File: src/rtl/div_pkg.sv
// div_pkg: shared FSM encoding, divide-by-zero constant and request struct for the iterative divider.
package div_pkg;
  typedef enum logic [1:0] {
    IDLE = 2'd0,
    CALC = 2'd1,
    FIX  = 2'd2
  } state_e;
  localparam logic DIV0_Q_BIT = 1'b1;
  localparam int DIV_W = 32;
  typedef struct packed {
    logic             is_signed;
    logic [DIV_W-1:0] dividend;
    logic [DIV_W-1:0] divisor;
  } div_req_t;
endpackage

File: src/rtl/div_abs.sv
// div_abs: combinational conditional negate, used for magnitudes and result sign fixup.
module div_abs #(
  parameter int WIDTH = 32
) (
  input  logic             i_neg,
  input  logic [WIDTH-1:0] i_val,
  output logic [WIDTH-1:0] o_val
);
  assign o_val = i_neg ? -i_val : i_val;
endmodule

File: src/rtl/iter_div_unit.sv
// iter_div_unit: radix-2 restoring divider, one iteration per cycle, start/done handshake.
// Optional ITER_DIV_EARLY_OUT_EN skips iteration when |divisor| > |dividend|.
module iter_div_unit
  import div_pkg::*;
#(
  parameter int WIDTH = 32
) (
  input  logic             clk,
  input  logic             rst_n,
  input  logic             i_flush,
  input  logic             i_start,
  input  logic             i_is_signed,
  input  logic [WIDTH-1:0] i_dividend,
  input  logic [WIDTH-1:0] i_divisor,
  output logic             o_ready,
  output logic             o_busy,
  output logic             o_done,
  output logic [WIDTH-1:0] o_quotient,
  output logic [WIDTH-1:0] o_remainder,
  output logic             o_div0
);
  localparam int CNT_W = $clog2(WIDTH + 1);
  state_e r_state, w_next;
  logic [CNT_W-1:0] r_cnt;
  logic [WIDTH-1:0] r_q, r_rem, r_dsr, r_quot, r_rmd;
  logic [WIDTH-1:0] w_dvd_mag, w_dsr_mag, w_q_fix, w_r_fix;
  logic [WIDTH:0] w_shift, w_diff;
  logic r_sign_q, r_sign_r, r_zero, r_div0, r_done;
  logic w_zero, w_early, w_accept;
  div_abs #(.WIDTH(WIDTH)) u_dvd (.i_neg(i_is_signed & i_dividend[WIDTH-1]), .i_val(i_dividend), .o_val(w_dvd_mag));
  div_abs #(.WIDTH(WIDTH)) u_dsr (.i_neg(i_is_signed & i_divisor[WIDTH-1]), .i_val(i_divisor), .o_val(w_dsr_mag));
  div_abs #(.WIDTH(WIDTH)) u_qfx (.i_neg(r_sign_q), .i_val(r_q), .o_val(w_q_fix));
  div_abs #(.WIDTH(WIDTH)) u_rfx (.i_neg(r_sign_r), .i_val(r_rem), .o_val(w_r_fix));
  assign w_zero   = i_divisor == '0;
  assign w_accept = r_state == IDLE && i_start && !i_flush;
`ifdef ITER_DIV_EARLY_OUT_EN
  assign w_early = !w_zero && (w_dsr_mag > w_dvd_mag);
`else
  assign w_early = 1'b0;
`endif
  // The partial remainder can reach 2*divisor, so the trial subtract needs one extra bit.
  assign w_shift = {r_rem, r_q[WIDTH-1]};
  assign w_diff  = w_shift - {1'b0, r_dsr};
  always_comb begin
    w_next = r_state;
    if (i_flush) w_next = IDLE;
    else if (r_state == IDLE) w_next = i_start ? ((w_zero || w_early) ? FIX : CALC) : IDLE;
    else if (r_state == CALC) w_next = (r_cnt == CNT_W'(1)) ? FIX : CALC;
    else w_next = IDLE;
  end
  always_ff @(posedge clk or negedge rst_n) begin
    if (!rst_n) begin
      r_state  <= IDLE;
      r_cnt    <= '0;
      r_q      <= '0;
      r_rem    <= '0;
      r_dsr    <= '0;
      r_sign_q <= 1'b0;
      r_sign_r <= 1'b0;
      r_zero   <= 1'b0;
      r_quot   <= '0;
      r_rmd    <= '0;
      r_div0   <= 1'b0;
      r_done   <= 1'b0;
    end else begin
      r_state <= w_next;
      r_done  <= r_state == FIX && !i_flush;
      if (w_accept) begin
        // Divide-by-zero parks the raw dividend and all-ones quotient so FIX passes them through.
        r_sign_q <= !w_zero & i_is_signed & (i_dividend[WIDTH-1] ^ i_divisor[WIDTH-1]);
        r_sign_r <= !w_zero & i_is_signed & i_dividend[WIDTH-1];
        r_dsr    <= w_dsr_mag;
        r_cnt    <= CNT_W'(WIDTH);
        r_zero   <= w_zero;
        r_q      <= w_zero ? {WIDTH{DIV0_Q_BIT}} : (w_early ? '0 : w_dvd_mag);
        r_rem    <= w_zero ? i_dividend : (w_early ? w_dvd_mag : '0);
      end else if (r_state == CALC && !i_flush) begin
        r_rem <= w_diff[WIDTH] ? w_shift[WIDTH-1:0] : w_diff[WIDTH-1:0];
        r_q   <= {r_q[WIDTH-2:0], ~w_diff[WIDTH]};
        r_cnt <= r_cnt - CNT_W'(1);
      end else if (r_state == FIX && !i_flush) begin
        r_quot <= w_q_fix;
        r_rmd  <= w_r_fix;
        r_div0 <= r_zero;
      end
    end
  end
  assign o_ready     = r_state == IDLE;
  assign o_busy      = !o_ready;
  assign o_done      = r_done;
  assign o_quotient  = r_quot;
  assign o_remainder = r_rmd;
  assign o_div0      = r_div0;
endmodule

File: config.mk
export PLATFORM = sky130hd
export DESIGN_NAME = iter_div_unit
export DESIGN_NICKNAME = d
export VERILOG_FILES = /design/src/rtl/div_pkg.sv /design/src/rtl/div_abs.sv /design/src/rtl/iter_div_unit.sv
export SDC_FILE = /design/constraint.sdc
export NUM_CORES = 1
export LEC_CHECK = 0
export BUFFER_PORTS_ARGS = -buffer_cell sky130_fd_sc_hd__buf_2
export CAP_MARGIN = 25
export CELL_PAD_IN_SITES_DETAIL_PLACEMENT = 1
export CELL_PAD_IN_SITES_GLOBAL_PLACEMENT = 1
export CORE_UTILIZATION = 45
export CTS_BUF_LIST = sky130_fd_sc_hd__clkbuf_4 sky130_fd_sc_hd__clkbuf_8
export DETAILED_ROUTE_END_ITERATION = 12
export GPL_TIMING_DRIVEN = 0
export PLACE_DENSITY_LB_ADDON = 0.1
export SETUP_SLACK_MARGIN = 0.3
export SLEW_MARGIN = 30
export SYNTH_ARGS = -nofsm -noshare
export SYNTH_HDL_FRONTEND = slang
export SYNTH_SLANG_ARGS = --single-unit
File: constraint.sdc
create_clock -name clk -period 4.8 [get_ports clk]
set_input_delay 0.72 -clock clk [delete_from_list [all_inputs] [get_ports clk]]
set_output_delay 0.72 -clock clk [all_outputs]
set_load 0.01 [all_outputs]
==> results of run 1 <==
[metal layers]
metal  track usage [%]  share of wire (%)  vias up
met3              4.44                5.3       46
met2              47.4                 45      307
li1                  -                  -     5057
met5                 0                  0        -
met1              43.3                 47     5300
met4              9.57                2.4        0
[cell type report]
cell class,instances,area share [%]
Buffer,68,2.01
Timing Repair Buffer,139,5.82
Clock inverter,13,1.21
Antenna cell,1,0.0194
Tap cell,324,3.15
Inverter,55,1.60
Multi-Input combinational cell,1042,50.6
Clock buffer,19,1.98
Sequential cell,173,33.6
[per-stage QoR]
stage	utilization, %	area, sq um	TNS, ns	total power, mW
after floorplan	-	11300	0	5.05
after global placement	50.6	12400	-0.464	6.07
after detailed placement	50.9	12500	-0.00136	6.24
after CTS	52.6	12900	0	7.38
after global routing	52.7	12900	0	7.95
final	52.7	12900	0	7.43
[timing repair]
item,in CTS,in global routing
endpoints found under the setup margin,11,14
endpoints found under the hold margin,0,0
pin swaps,0,0
cloned,0,0
resized for setup,3,3
setup buffers,0,0
[registers in the layout (all words and copies together) (netlist names)]
register and cells:
o_div0 1, o_done 1, o_quotient 32, o_remainder 32, r_cnt 6, r_dsr 32
r_q 32, r_rem 32, r_sign_q 1, r_sign_r 1, r_state 2, r_zero 1
[kinds of logic after synthesis]
| group | Yosys count | synth area share (%) |
|---|---|---|
| AND/OR/NAND/NOR | 423 | 17.4 |
| AO/OA/AOI/OAI | 404 | 21.8 |
| flip-flops | 173 | 38.3 |
| XOR/XNOR | 151 | 11.7 |
| buffers and inverters | 123 | 4.10 |
| adder cells (fa/ha/maj) | 39 | 4.39 |
| multiplexers | 25 | 2.22 |
[worst max path at each step]
stage / from / endpoint / slack (ns) / depth (start not counted)
floorplan: r_rem[2] / r_rem[23] / 1.29 / 11
global placement: i_divisor[20] / r_rem[19] / -0.07 / 12
detailed placement: r_rem[0] / r_q[0] / -0.001 / 12
CTS: r_rem[0] / r_q[0] / 0.46 / 12
global route: r_rem[0] / r_rem[6] / 0.35 / 11
finish: r_rem[0] / r_rem[6] / 0.68 / 11
[power breakdown]
group          switching, mW  internal, mW
Clock                  0.624         0.494
Sequential             0.599          1.85
Combinational           2.26          1.60
Total                   3.48          3.95
[cell usage in the layout (no fill, tap or decap), drive strengths merged, types with 6 or more instances in the layout]
| master | netlist | final |
|---|---|---|
| o41ai | 12 | 12 |
| a31oi | 33 | 33 |
| buf | 5 | 144 |
| a22oi | 13 | 13 |
| or4 | 11 | 11 |
| a21oi | 77 | 77 |
| or3 | 26 | 26 |
| a211oi | 27 | 27 |
| nand2 | 208 | 208 |
| a21o | 16 | 16 |
| xor2 | 92 | 92 |
| inv | 55 | 59 |
| nor2b | 8 | 8 |
| and3 | 6 | 6 |
| nand2b | 13 | 13 |
| xnor2 | 59 | 59 |
| mux2i | 25 | 25 |
| nor4 | 9 | 9 |
| dfrtp | 173 | 173 |
| o21bai | 7 | 7 |
| clkbuf | 63 | 82 |
| o31ai | 27 | 27 |
| or2 | 7 | 7 |
| nand3 | 10 | 10 |
| nor3 | 35 | 35 |
| o21ai | 157 | 157 |
| ha | 38 | 38 |
| nor2 | 66 | 66 |
| nand4 | 8 | 8 |
[worst max-delay path: cells and delay by family (launching register included)]
kind                       cells  cell delay (ns)
and+or+nand+nor                1             0.21
DFF                            1             0.52
xor gates and xnor gates       1             0.32
buffers and inverters          2             0.84
muxes                          1             0.20
adders and majority gates      1             0.46
AOI/OAI and AO/OA              5             1.45
[Yosys cell counts, types with 8 or more instances]
cell type,count
nand2_1,208
dfrtp_1,173
o21ai_0,150
xor2_1,92
a21oi_1,77
nor2_1,66
clkbuf_1,63
xnor2_1,59
inv_1,55
ha_1,38
nor3_1,35
a31oi_1,33
a211oi_1,27
mux2i_1,25
o31ai_1,25
or3_1,21
a21o_1,16
a22oi_1,13
nand2b_1,13
o41ai_1,12
nand3_1,10
or4_1,10
nor4_1,9
nand4_1,8
nor2b_1,8
==> run_results.csv, run 1 <==
group,metric,value,unit
placed_design,place_ws,-0.00136,ns
hold_path,hp-class,"input port to async pin",
finish,fin_nets,1604,
grt,grt_max_degree,80,
cts,cts-root-buf,"clkbuf_8",
drt,drt_iter0_drc,686,
worst_setup_path,path_max_fanout,10,
drt,drt.antenna.violating_nets,0,
cts,clock_latency,0.48,ns
sta,finalSetupViolCount,0,
cts,postCtsHoldBufs,0,
floorplanning,die-width,160,microns
floorplanning,row_count,57,
sta,tightest_slew,0.819,ns
worst_setup_path,reg2reg_to,"r_rem[6]",
power_and_ir_drop,power_density,576,nW/um^2
grt,grt_first_pass_wirelength,60800,microns
sta,rsz0062_at_grt,"no",
sta,fin_ws,0.683,ns
logic_synthesis,synth_top_cell_by_area,"dfrtp_1",
finish,seqCellArea,4330,sq um
finish,areaGrowthSynthToFinish,14.1,%
logic_synthesis,synth_area_leaders,"dfrtp_1 (38%), xor2_1 (7.1%), nand2_1 (6.9%)",
drt,vias,10700,
grt,grt_usage,30.4,%
placed_design,hpwl,30000,microns
status,status,"finished clean",
cts,clkTransAtPathRegs,0.10,ns
cts,cts_tree,"done",
drt,drt_wl_total,38200,microns
logic_synthesis,netlist_area,11300,sq um
sta,timing.final.crit_share,85.8,%
worst_setup_path,ff2ff_path_depth,11,
sta,slew_violations,0,
finish,drive_gt1_share,12.9,%
logic_synthesis,synth_nets,1446,
logic_synthesis,synthFlopType,"dfrtp_1",
cts,clock-sinks,173,
drt,viasPerCell,5.84,
drt,wire_per_inst,20.8,microns
placed_design,port_buffers,136,
drt,first_pass_iters,5,
floorplanning,start_util,46.2,%
worst_setup_path,end_kind,"flop",
floorplanning,die_y,160,microns
grt,grt-ovfl-total,0,
placed_design,gp_congestion,0.904,
drt,drc,0,
floorplanning,ioPinCount,137,
worst_setup_path,cp_slowest_cell,"clkbuf_1",
worst_setup_path,path_cells,"inv_1, fa_1, nand2b_1, a21oi_1, o21ai_0, a2111oi_0, a2111oi_2, xnor2_2, clkbuf_1, mux2i_1, a211oi_1",
cts,cts.path.max_buffers,2,
finish,multi_input_area,6530,sq um
floorplanning,core-area,24500,sq um
power_and_ir_drop,ir_drop,0.240,mV
grt,antenna_found_initial,1,
flow_run,drv_cap,0,
sta,maxSlewHeadroom,45.4,%
placed_design,dp_cells,1801,
logic_synthesis,synth_edf_count,0,
finish,n_fill_cell,3067,
grt,grt_pass1_vias,10800,
finish,stdcell_count,1834,
logic_synthesis,ys_seq_area_share,38.3,%
worst_setup_path,max_stage_delay,0.66,ns
cts,cts-htree-levels,4,
worst_setup_path,cp-start-kind,"flop",
logic_synthesis,syn_area_per_cell,8.44,sq um
floorplanning,die_area,25700,sq um
sta,timing.final.hold_violations,0,
worst_setup_path,r2r_start,"r_rem[0]",
logic_synthesis,yosys_warnings,0,
sta,fin_crit,4.12,ns
sta,fmax,243,MHz
sta,holdWs,0.0981,ns
worst_setup_path,cp_data_required_time,5.16,ns
logic_synthesis,synth.top_cell.area_share,38.3,%
worst_setup_path,crit_type,"flop to flop",
power_and_ir_drop,leakagePower,5.78,nW
worst_setup_path,r2r_slack,0.68,ns
worst_setup_path,critical_path_arrival,4.48,ns
logic_synthesis,yosys_register_bits,173,
logic_synthesis,async_reset_ff_share,100,%
cts,cts_made_buffers,17,
logic_synthesis,ys_types,58,
logic_synthesis,netlist_instances,1338,
sta,clock_skew,0.0180,ns
Power figures use the tool's default switching activity.
==> run 2, diff against run 1 <==
--- a/config.mk
+++ b/config.mk
@@ -9,7 +9,7 @@
 export CAP_MARGIN = 25
 export CELL_PAD_IN_SITES_DETAIL_PLACEMENT = 1
 export CELL_PAD_IN_SITES_GLOBAL_PLACEMENT = 1
-export CORE_UTILIZATION = 45
+export CORE_UTILIZATION = 40
 export CTS_BUF_LIST = sky130_fd_sc_hd__clkbuf_4 sky130_fd_sc_hd__clkbuf_8
 export DETAILED_ROUTE_END_ITERATION = 12
 export GPL_TIMING_DRIVEN = 0
==> constraint.sdc (replaced) <==
create_clock -name clk -period 4.8 [get_ports clk]
set_input_delay 0.96 -clock clk [delete_from_list [all_inputs] [get_ports clk]]
set_output_delay 0.96 -clock clk [all_outputs]
set_load 0.01 [all_outputs]
==> run_results.csv, run 2 (synthesis gave the netlist of run 1 again) <==
group,metric,value,unit
drt,drc,0,
finish,drive_gt1_share,12.8,%
power_and_ir_drop,ir_drop,0.248,mV
power_and_ir_drop,leakagePower,5.78,nW
floorplanning,die_area,28900,sq um
placed_design,place_area,12500,sq um
sta,rsz0062_at_grt,"no",
power_and_ir_drop,seqPwrFrac,32.9,%
placed_design,port_buffers,136,
drt,drt_iter0_drc,743,
drt,wire_per_inst,20.4,microns
sta,clock_skew,0.0156,ns
power_and_ir_drop,power_density,573,nW/um^2
grt,grt_max_degree,81,
sta,slew_violations,0,
finish,n_fill_cell,3473,
cts,cts-root-buf,"clkbuf_8",
sta,tightest_slew,0.907,ns
sta,timing.final.crit_share,85.9,%
cts,cts-htree-levels,4,
power_and_ir_drop,clockPowerShare,15.2,%
grt,antenna_found_initial,0,
drt,drt.antenna.violating_nets,0,
power_and_ir_drop,pwr-share-comb,51.9,%
finish,fin_nets,1605,
sta,fmax,242,MHz
sta,timing.final.hold_violations,0,
sta,maxSlewHeadroom,39.5,%
sta,fin_ws,0.674,ns
grt,grt_first_pass_wirelength,59800,microns
worst_setup_path,critical_path_arrival,4.53,ns
cts,clock-sinks,173,
finish,fin_area,13000,sq um
finish,mostFrequentLayoutCell,"nand2_1",
drt,vias,10600,
power_and_ir_drop,swShare,46.6,%
worst_setup_path,path_max_fanout,10,
cts,cts_tree,"done",
grt,grt_usage,27.3,%
placed_design,hpwl,30200,microns
drt,drt_wl_total,38500,microns
placed_design,gp_congestion,0.928,
power_and_ir_drop,switching_power,3.46,mW
finish,postLayoutCoreUtil,46.6,%
finish,areaGrowthSynthToFinish,14.7,%
floorplanning,start_util,40.6,%
hold_path,hp-class,"input port to async pin",
drt,viasPerCell,5.63,
worst_setup_path,cp_data_required_time,5.21,ns
worst_setup_path,cp-start-kind,"flop",
flow_run,drv_cap,0,
floorplanning,row_count,61,
cts,cts_made_buffers,17,
worst_setup_path,end_kind,"flop",
drt,first_pass_iters,5,
finish,final_cell_mix,"nand2_1 (208), dfrtp_1 (173), o21ai_0 (150)",
floorplanning,ioPinCount,137,
power_and_ir_drop,p_int,3.96,mW
worst_setup_path,crit_type,"flop to flop",
floorplanning,die-width,170,microns
grt,grt_pass1_vias,10500,
finish,n_antenna_cell,0,
grt,grt-ovfl-total,0,
placed_design,place_ws,0.00634,ns
cts,clock_latency,0.49,ns
sta,finalSetupViolCount,0,
floorplanning,die_y,170,microns
sta,fin_crit,4.13,ns
floorplanning,core-area,27800,sq um
status,status,"finished clean",
cts,clkTransAtPathRegs,0.11,ns
cts,cts.path.max_buffers,2,
==> run 2: final cells by class <==
class	instances	area [sq um]	share of cell area, %
Multi-Input combinational cell	1042	6510	50.3
Sequential cell	173	4330	33.4
Timing Repair Buffer	140	758	5.85
Tap cell	378	473	3.65
Clock buffer	20	269	2.08
Buffer	68	259	2.00
Inverter	55	206	1.59
Clock inverter	12	148	1.14
==> run 2: repair_timing <==
item / CTS / global route
hold buffers: 0 / 0
hold endpoints to repair: 0 / 0
setup buffers: 1 / 0
pin swaps: 1 / 0
gates resized for setup: 1 / 3
endpoints found under the setup margin: 11 / 19
==> run 2: worst paths after layout <==
path / start / end / slack, ns / depth (start not counted)
worst min register to register: o_remainder[10] / o_remainder[10] / 0.48 / 2
worst max-delay path: r_rem[0] / r_rem[22] / 0.67 / 11
max in group asynchronous: rst_n / r_q[16] / 3.81 / 2
worst min-delay path: rst_n / r_rem[14] / 0.31 / 1
worst max register to register: r_rem[0] / r_rem[22] / 0.67 / 11
min in group clk: o_remainder[10] / o_remainder[10] / 0.48 / 2
==> run 2: power groups by stage <==
| stage | Combinational [mW] | Sequential (mW) | Clock [mW] |
|---|---|---|---|
| 2_1_floorplan | 2.77 | 2.29 | 0 |
| 3_3_place_gp | 3.70 | 2.45 | 0 |
| 3_5_place_dp | 3.78 | 2.46 | 0 |
| 4_1_cts | 3.84 | 2.43 | 1.17 |
| 5_1_grt | 4.28 | 2.51 | 1.21 |
| 6_report | 3.86 | 2.44 | 1.13 |
==> run 2: per-layer routing <==
| layer | vias to the layer above | GRT usage (%) | wire length [microns] |
|---|---|---|---|
| met1 | 5214 | 39.6 | 19000 |
| li1 | 5059 | - | - |
| met2 | 288 | 41.1 | 16500 |
| met3 | 67 | 3.70 | 1770 |
| met5 | - | 0 | 0 |
| met4 | 0 | 10.3 | 1270 |
==> run 2: stage by stage <==
step | power (mW) | cells | hold slack, ns | setup TNS, ns
final | 7.43 | 1888 | 0.308 | 0
after global routing | 8.00 | 1888 | 0.301 | 0
after CTS | 7.44 | 1888 | 0.288 | 0
after detailed placement | 6.25 | 1855 | 0.465 | 0
after global placement | 6.15 | 1852 | 0.456 | -18.87
after floorplan | 5.05 | 1338 | 0.438 | 0
==> run 2: critical path, stage by stage, from the launching register on <==
cell	delay, ns
dfrtp_1	0.51
inv_1	0.18
fa_1	0.47
nand2b_1	0.21
a21oi_1	0.23
o21ai_0	0.24
a2111oi_1	0.50
a2111oi_1	0.18
xnor2_1	0.29
clkbuf_1	0.72
mux2i_1	0.24
a211oi_1	0.27
